**config.mk**
```make
export PLATFORM = sky130hd
export DESIGN_NAME = load_store_unit
export DESIGN_NICKNAME = d
export VERILOG_FILES = /design/src/rtl/load_store_unit.sv
export SDC_FILE = /design/constraint.sdc
export NUM_CORES = 1
export LEC_CHECK = 0
export ABC_CLOCK_PERIOD_IN_PS = 2800
export CAP_MARGIN = 20
export CELL_PAD_IN_SITES_DETAIL_PLACEMENT = 0
export CELL_PAD_IN_SITES_GLOBAL_PLACEMENT = 1
export CORE_ASPECT_RATIO = 1.25
export CORE_MARGIN = 5
export CORE_UTILIZATION = 35
export DETAILED_ROUTE_END_ITERATION = 10
export GPL_TIMING_DRIVEN = 0
export PLACE_DENSITY_LB_ADDON = 0.2
export SLEW_MARGIN = 20
export SYNTH_ARGS = -nofsm -noshare
export SYNTH_HDL_FRONTEND = slang
export SYNTH_SLANG_ARGS = --single-unit
```
**constraint.sdc**
```tcl
create_clock -name clk -period 2.8 [get_ports clk]
set_input_delay 0.56 -clock clk [delete_from_list [all_inputs] [get_ports clk]]
set_output_delay 0.56 -clock clk [all_outputs]
set_load 0.01 [all_outputs]
```
**src/rtl/load_store_unit.sv**
```systemverilog
// Load/store unit: sub-word loads with extension, read-merge-write sub-word stores.
// One outstanding request; strobes and store data are registered.
module load_store_unit (
  input  logic        clk,
  input  logic        reset_n,
  input  logic        req_valid,
  output logic        req_ready,
  input  logic        MemRead,
  input  logic        MemWrite,
  input  logic [1:0]  size,
  input  logic        unsigned_ld,
  input  logic [31:0] Address,
  input  logic [31:0] Write_data,
  output logic [7:0]  mem_addr,
  output logic        mem_re,
  output logic        mem_we,
  output logic [31:0] mem_wdata,
  input  logic [31:0] mem_rdata,
  output logic        load_valid,
  output logic [31:0] load_data,
  output logic        store_done,
  output logic        err
);

  typedef enum logic [2:0] {
    IDLE, RD, MRG, WR, RSP
  } state_t;

  state_t      state, nxt;
  logic [1:0]  addr_q;
  logic [1:0]  size_q;
  logic        uns_q;
  logic        load_q;
  logic [15:0] wdata_q;
  logic [31:0] rdata_q;
  logic        accept;
  logic        misalign;
  logic        bad;
  logic [31:0] merged;
  logic [7:0]  lane_b;
  logic [15:0] lane_h;

  assign accept = req_valid && req_ready;

  always_comb begin
    misalign = 1'b0;
    unique case (1'b1)
      size == 2'b01: misalign = Address[0];
      size == 2'b10: misalign = |Address[1:0];
      default:       misalign = 1'b0;
    endcase
    bad = (MemRead == MemWrite) || (size == 2'b11)
       || misalign || (|Address[31:10]);
  end

  always_comb begin
    nxt = state;
    unique case (state)
      IDLE: begin
        if (accept && !bad) begin
          if (MemRead)             nxt = RD;
          else if (size == 2'b10)  nxt = WR;
          else                     nxt = RD;
        end
      end
      RD:      nxt = load_q ? RSP : MRG;
      MRG:     nxt = WR;
      WR:      nxt = IDLE;
      RSP:     nxt = IDLE;
      default: nxt = IDLE;
    endcase
  end

  always_comb begin
    merged = rdata_q;
    if (size_q == 2'b00) begin
      unique case (addr_q)
        2'd0: merged[7:0]   = wdata_q[7:0];
        2'd1: merged[15:8]  = wdata_q[7:0];
        2'd2: merged[23:16] = wdata_q[7:0];
        2'd3: merged[31:24] = wdata_q[7:0];
      endcase
    end else if (addr_q[1]) begin
      merged[31:16] = wdata_q;
    end else begin
      merged[15:0] = wdata_q;
    end
  end

  always_comb begin
    lane_b = rdata_q[{addr_q, 3'b000} +: 8];
    lane_h = addr_q[1] ? rdata_q[31:16] : rdata_q[15:0];
    unique case (1'b1)
      size_q == 2'b00:
        load_data = {{24{~uns_q & lane_b[7]}}, lane_b};
      size_q == 2'b01:
        load_data = {{16{~uns_q & lane_h[15]}}, lane_h};
      default:
        load_data = rdata_q;
    endcase
  end

  always_ff @(posedge clk or negedge reset_n) begin
    if (!reset_n) begin
      state     <= IDLE;
      addr_q    <= '0;
      size_q    <= '0;
      uns_q     <= 1'b0;
      load_q    <= 1'b0;
      wdata_q   <= '0;
      rdata_q   <= '0;
      mem_addr  <= '0;
      mem_we    <= 1'b0;
      mem_wdata <= '0;
      err       <= 1'b0;
    end else begin
      state  <= nxt;
      err    <= accept && bad;
      mem_we <= (nxt == WR);
      if (accept) begin
        addr_q  <= Address[1:0];
        size_q  <= size;
        uns_q   <= unsigned_ld;
        load_q  <= MemRead;
        wdata_q <= Write_data[15:0];
        if (!bad) mem_addr <= Address[9:2];
      end
      if (state == IDLE && nxt == WR) mem_wdata <= Write_data;
      if (state == MRG)               mem_wdata <= merged;
      if (state == RD)                rdata_q   <= mem_rdata;
    end
  end

  assign req_ready  = (state == IDLE) && reset_n;
  assign mem_re     = (state == RD);
  assign load_valid = (state == RSP);
  assign store_done = (state == WR);

endmodule

```
==> run_summary.xml <==
<?xml version="1.0" encoding="UTF-8"?>
<metrics>
  <group name="setup_path">
    <metric name="worst_ep_required_time" unit="ns">2.24</metric>
    <metric name="worst-setup-path-type" unit="">flop to primary output</metric>
    <metric name="cp_max_fo" unit="">9</metric>
    <metric name="worst_ep_arrival_time" unit="ns">2.17</metric>
    <metric name="worst_setup_path_end_kind" unit="">primary output</metric>
    <metric name="start_kind" unit="">flop</metric>
  </group>
  <group name="drt">
    <metric name="drt-vias-per-instance" unit="">5.28</metric>
    <metric name="vias" unit="">4566</metric>
    <metric name="number_of_remaining_drc_errors" unit="">0</metric>
    <metric name="routed_wirelength" unit="mm">17.8</metric>
    <metric name="firstDrtPassIters" unit="">4</metric>
    <metric name="routed_wirelength_normalized_by_instance_count" unit="microns">20.6</metric>
    <metric name="antenna_violating_nets_post_route" unit="">0</metric>
    <metric name="detailedRoute.firstIterationViolations" unit="">192</metric>
  </group>
  <group name="final_layout">
    <metric name="syn2layout_area_growth" unit="%">47.8</metric>
    <metric name="drive_above_1_share" unit="%">24.6</metric>
    <metric name="antenna-diode-count" unit="">0</metric>
    <metric name="fin_nets" unit="">784</metric>
    <metric name="layout.cells.most_common_list" unit="">clkdlybuf4s50_1, dfrtp_1, mux2_2</metric>
    <metric name="final_common_cell" unit="">clkdlybuf4s50_1</metric>
    <metric name="post-route-cell-area" unit="sq um">7820</metric>
  </group>
  <group name="logic_synthesis">
    <metric name="synth_ff_type" unit="">dfrtp_1</metric>
    <metric name="syn_area" unit="sq um">5290</metric>
    <metric name="post_synthesis_net_count" unit="">584</metric>
    <metric name="yosysWarningCount" unit="">0</metric>
    <metric name="synth.yosys.seq_area_share" unit="%">46.9</metric>
    <metric name="number_of_enable_type_register_cells_in_the_synthesized_netlist" unit="">0</metric>
    <metric name="synth-seq-cells" unit="">99</metric>
    <metric name="netlist.top_cell.by_area" unit="">dfrtp_1</metric>
    <metric name="async_flop_share" unit="%">100</metric>
    <metric name="synth_cell_type_count" unit="">47</metric>
    <metric name="yosys.area.top_type_share" unit="%">46.9</metric>
    <metric name="synth_area_per_cell" unit="sq um">11.1</metric>
    <metric name="synthesis.instances" unit="">477</metric>
    <metric name="yosys-top-cells-area" unit="">dfrtp_1, mux2_2, nand2_1</metric>
  </group>
  <group name="clock_tree">
    <metric name="cts.path.max_buffers" unit="">2</metric>
    <metric name="tritoncts_clock_tree" unit="">yes</metric>
    <metric name="clock_tree_sinks" unit="">99</metric>
    <metric name="cts_max_level" unit="">3</metric>
    <metric name="worst_skew_pair_later_pin_latency" unit="ns">0.36</metric>
    <metric name="worst_setup_hold_path_clk_slew" unit="ns">0.07</metric>
    <metric name="clk_root_buffer_cell" unit="">clkbuf_16</metric>
    <metric name="cts_inserted_buffers" unit="">9</metric>
  </group>
  <group name="die">
    <metric name="core-area" unit="sq um">14900</metric>
    <metric name="fp-row-count" unit="">50</metric>
    <metric name="initial_standard_cell_utilization_of_the_core" unit="%">35.5</metric>
    <metric name="die_x" unit="microns">120</metric>
    <metric name="design.die.area" unit="sq um">17700</metric>
    <metric name="io_pins" unit="">182</metric>
    <metric name="dieHeight" unit="microns">147</metric>
  </group>
  <group name="grt">
    <metric name="grt_pass1_wl" unit="mm">27.5</metric>
    <metric name="grt_pass1_vias" unit="">4856</metric>
    <metric name="antenna_found_initial" unit="">0</metric>
    <metric name="grt_use_total" unit="%">20.2</metric>
    <metric name="leftover_overflow_at_the_end_of_global_routing" unit="">0</metric>
    <metric name="pin_count_of_the_biggest_net_entering_global_routing" unit="">52</metric>
  </group>
  <group name="sta">
    <metric name="final.min_clock_period" unit="ns">2.73</metric>
    <metric name="slew_headroom" unit="%">47.3</metric>
    <metric name="worst_slew_pin_slew" unit="ns">0.790</metric>
    <metric name="final-setup-viol-count" unit="">0</metric>
    <metric name="slew_viol_final" unit="">0</metric>
    <metric name="max_freq" unit="GHz">0.366</metric>
    <metric name="layout_worst_path_cycle_share" unit="%">97.5</metric>
    <metric name="finClkSkew" unit="ns">0.00963</metric>
    <metric name="final-hold-violation-count" unit="">0</metric>
  </group>
  <group name="placed_design">
    <metric name="placedInstanceArea" unit="sq um">7360</metric>
    <metric name="gpl.final_weighted_congestion" unit="">0.846</metric>
    <metric name="numPortBuffers" unit="">181</metric>
    <metric name="place.detailed.hpwl" unit="mm">13.8</metric>
  </group>
  <group name="power_and_ir_drop">
    <metric name="report.power.total" unit="uW">5960</metric>
    <metric name="vdd_drop_max" unit="mV">0.382</metric>
    <metric name="p_leak" unit="uW">0.00368</metric>
    <metric name="power.density" unit="nW/um^2">763</metric>
  </group>
  <group name="outcome">
    <metric name="run_status" unit="">finished, final reports clean</metric>
  </group>
  <group name="min_path">
    <metric name="timing.hold.worst.class" unit="">input port to asynchronous set/reset pin</metric>
  </group>
  <group name="run">
    <metric name="drv_cap" unit="">0</metric>
  </group>
</metrics>
-- sequential cells by signal, summed over array words and instances, names as in the netlist --
signal,cells
size_q,2
state,3
wdata_q,16
load_q,1
uns_q,1
mem_we,1
err,1
addr_q,2
mem_addr,8
rdata_q,32
mem_wdata,32
-- layout make-up --
type                       count  area (sq um)
buffer                        28           180
clock buffer                  10           229
clock inverter                 6          65.1
fill                        1390          7070
inverter                       5          20.0
multi-input combinational    343          2730
sequential                    99          2480
tap                          182           228
timing repair buffer         191          1890
-- where the power goes --
part	internal [uW]	switching (uW)	total, uW	leakage (uW)
Sequential	1730	242	1970	0.00132
Clock	695	568	1260	0.000143
Combinational	1390	1340	2730	0.00222
Total	3810	2150	5960	0.00368
-- synth_stat cells (2+ instances only) --
library cell,number
nand2_1,73
o21ai_0,49
ha_1,3
buf_2,10
dfrtp_1,99
or4b_1,2
nor2_1,10
inv_1,4
buf_6,3
mux2_2,91
o2bb2ai_1,16
a21oi_1,5
mux2_1,2
o21a_1,2
or4b_2,6
nor4_1,6
nor2b_1,5
or2_2,2
a22o_1,6
a21o_1,3
a221o_1,13
nor3b_1,2
nor3_1,3
mux2i_1,22
clkbuf_1,13
nand2b_1,2
buf_1,4
a21oi_2,2
-- layer usage --
metal,vias up,global-route usage [%],part of all wire [%]
met3,22,4.98,6.6
met2,164,34.7,51
met5,-,0,0
met1,2241,24.7,41
li1,2139,-,-
met4,0,7.11,2.3
-- worst paths after layout --
kind / start / endpoint / slack, ns / depth (start not counted)
hold / removal: reset_n / mem_addr[4] / 0.15 / 1
setup / recovery: addr_q[1] / load_data[30] / 0.07 / 7
min in group clk: mem_wdata[20] / mem_wdata[20] / 0.50 / 1
setup reg to reg: size_q[0] / mem_wdata[21] / 0.59 / 6
hold reg to reg: mem_wdata[20] / mem_wdata[20] / 0.50 / 1
max in group asynchronous: reset_n / size_q[1] / 2.02 / 2
-- worst max-delay path, cell delays in order, from the launching register on --
cell and delay (ns):
dfrtp_1 0.36, buf_4 0.18, mux2_4 0.34, o311ai_4 0.33
buf_6 0.16, buf_6 0.11, nand2_1 0.05, dlygate4sd2_1 0.28
-- logic make-up after synthesis --
group	share of synthesized area (%)
AO/OA/AOI/OAI	12.9
buffers and inverters	3.15
adder cells (fa/ha/maj)	0.710
XOR/XNOR	0.166
AND/OR/NAND/NOR	12.2
multiplexers	24.0
flip-flops	46.9
-- repair_timing --
item	CTS	global route
hold buffers	0	0
pin swaps	4	1
gates cloned	1	0
resized for setup	64	14
setup endpoints to repair	33	47
buffers inserted	5	3
-- metrics by stage --
| stage | utilization (%) | hold slack, ns | TNS (ns) | instances | setup WS [ns] |
|---|---|---|---|---|---|
| final | 52.5 | 0.151 | 0 | 864 | 0.0709 |
| after CTS | 52.1 | 0.170 | 0 | 862 | 0.0237 |
| after global routing | 52.5 | 0.195 | -0.000746 | 864 | -0.000632 |
| after floorplan | - | 0.264 | 0 | 477 | 0.508 |
| after detailed placement | 49.4 | 0.474 | -15.34 | 841 | -0.516 |
| after global placement | 49.2 | 0.462 | -490.87 | 840 | -3.57 |
No activity file was read; power rests on OpenSTA's default activity.
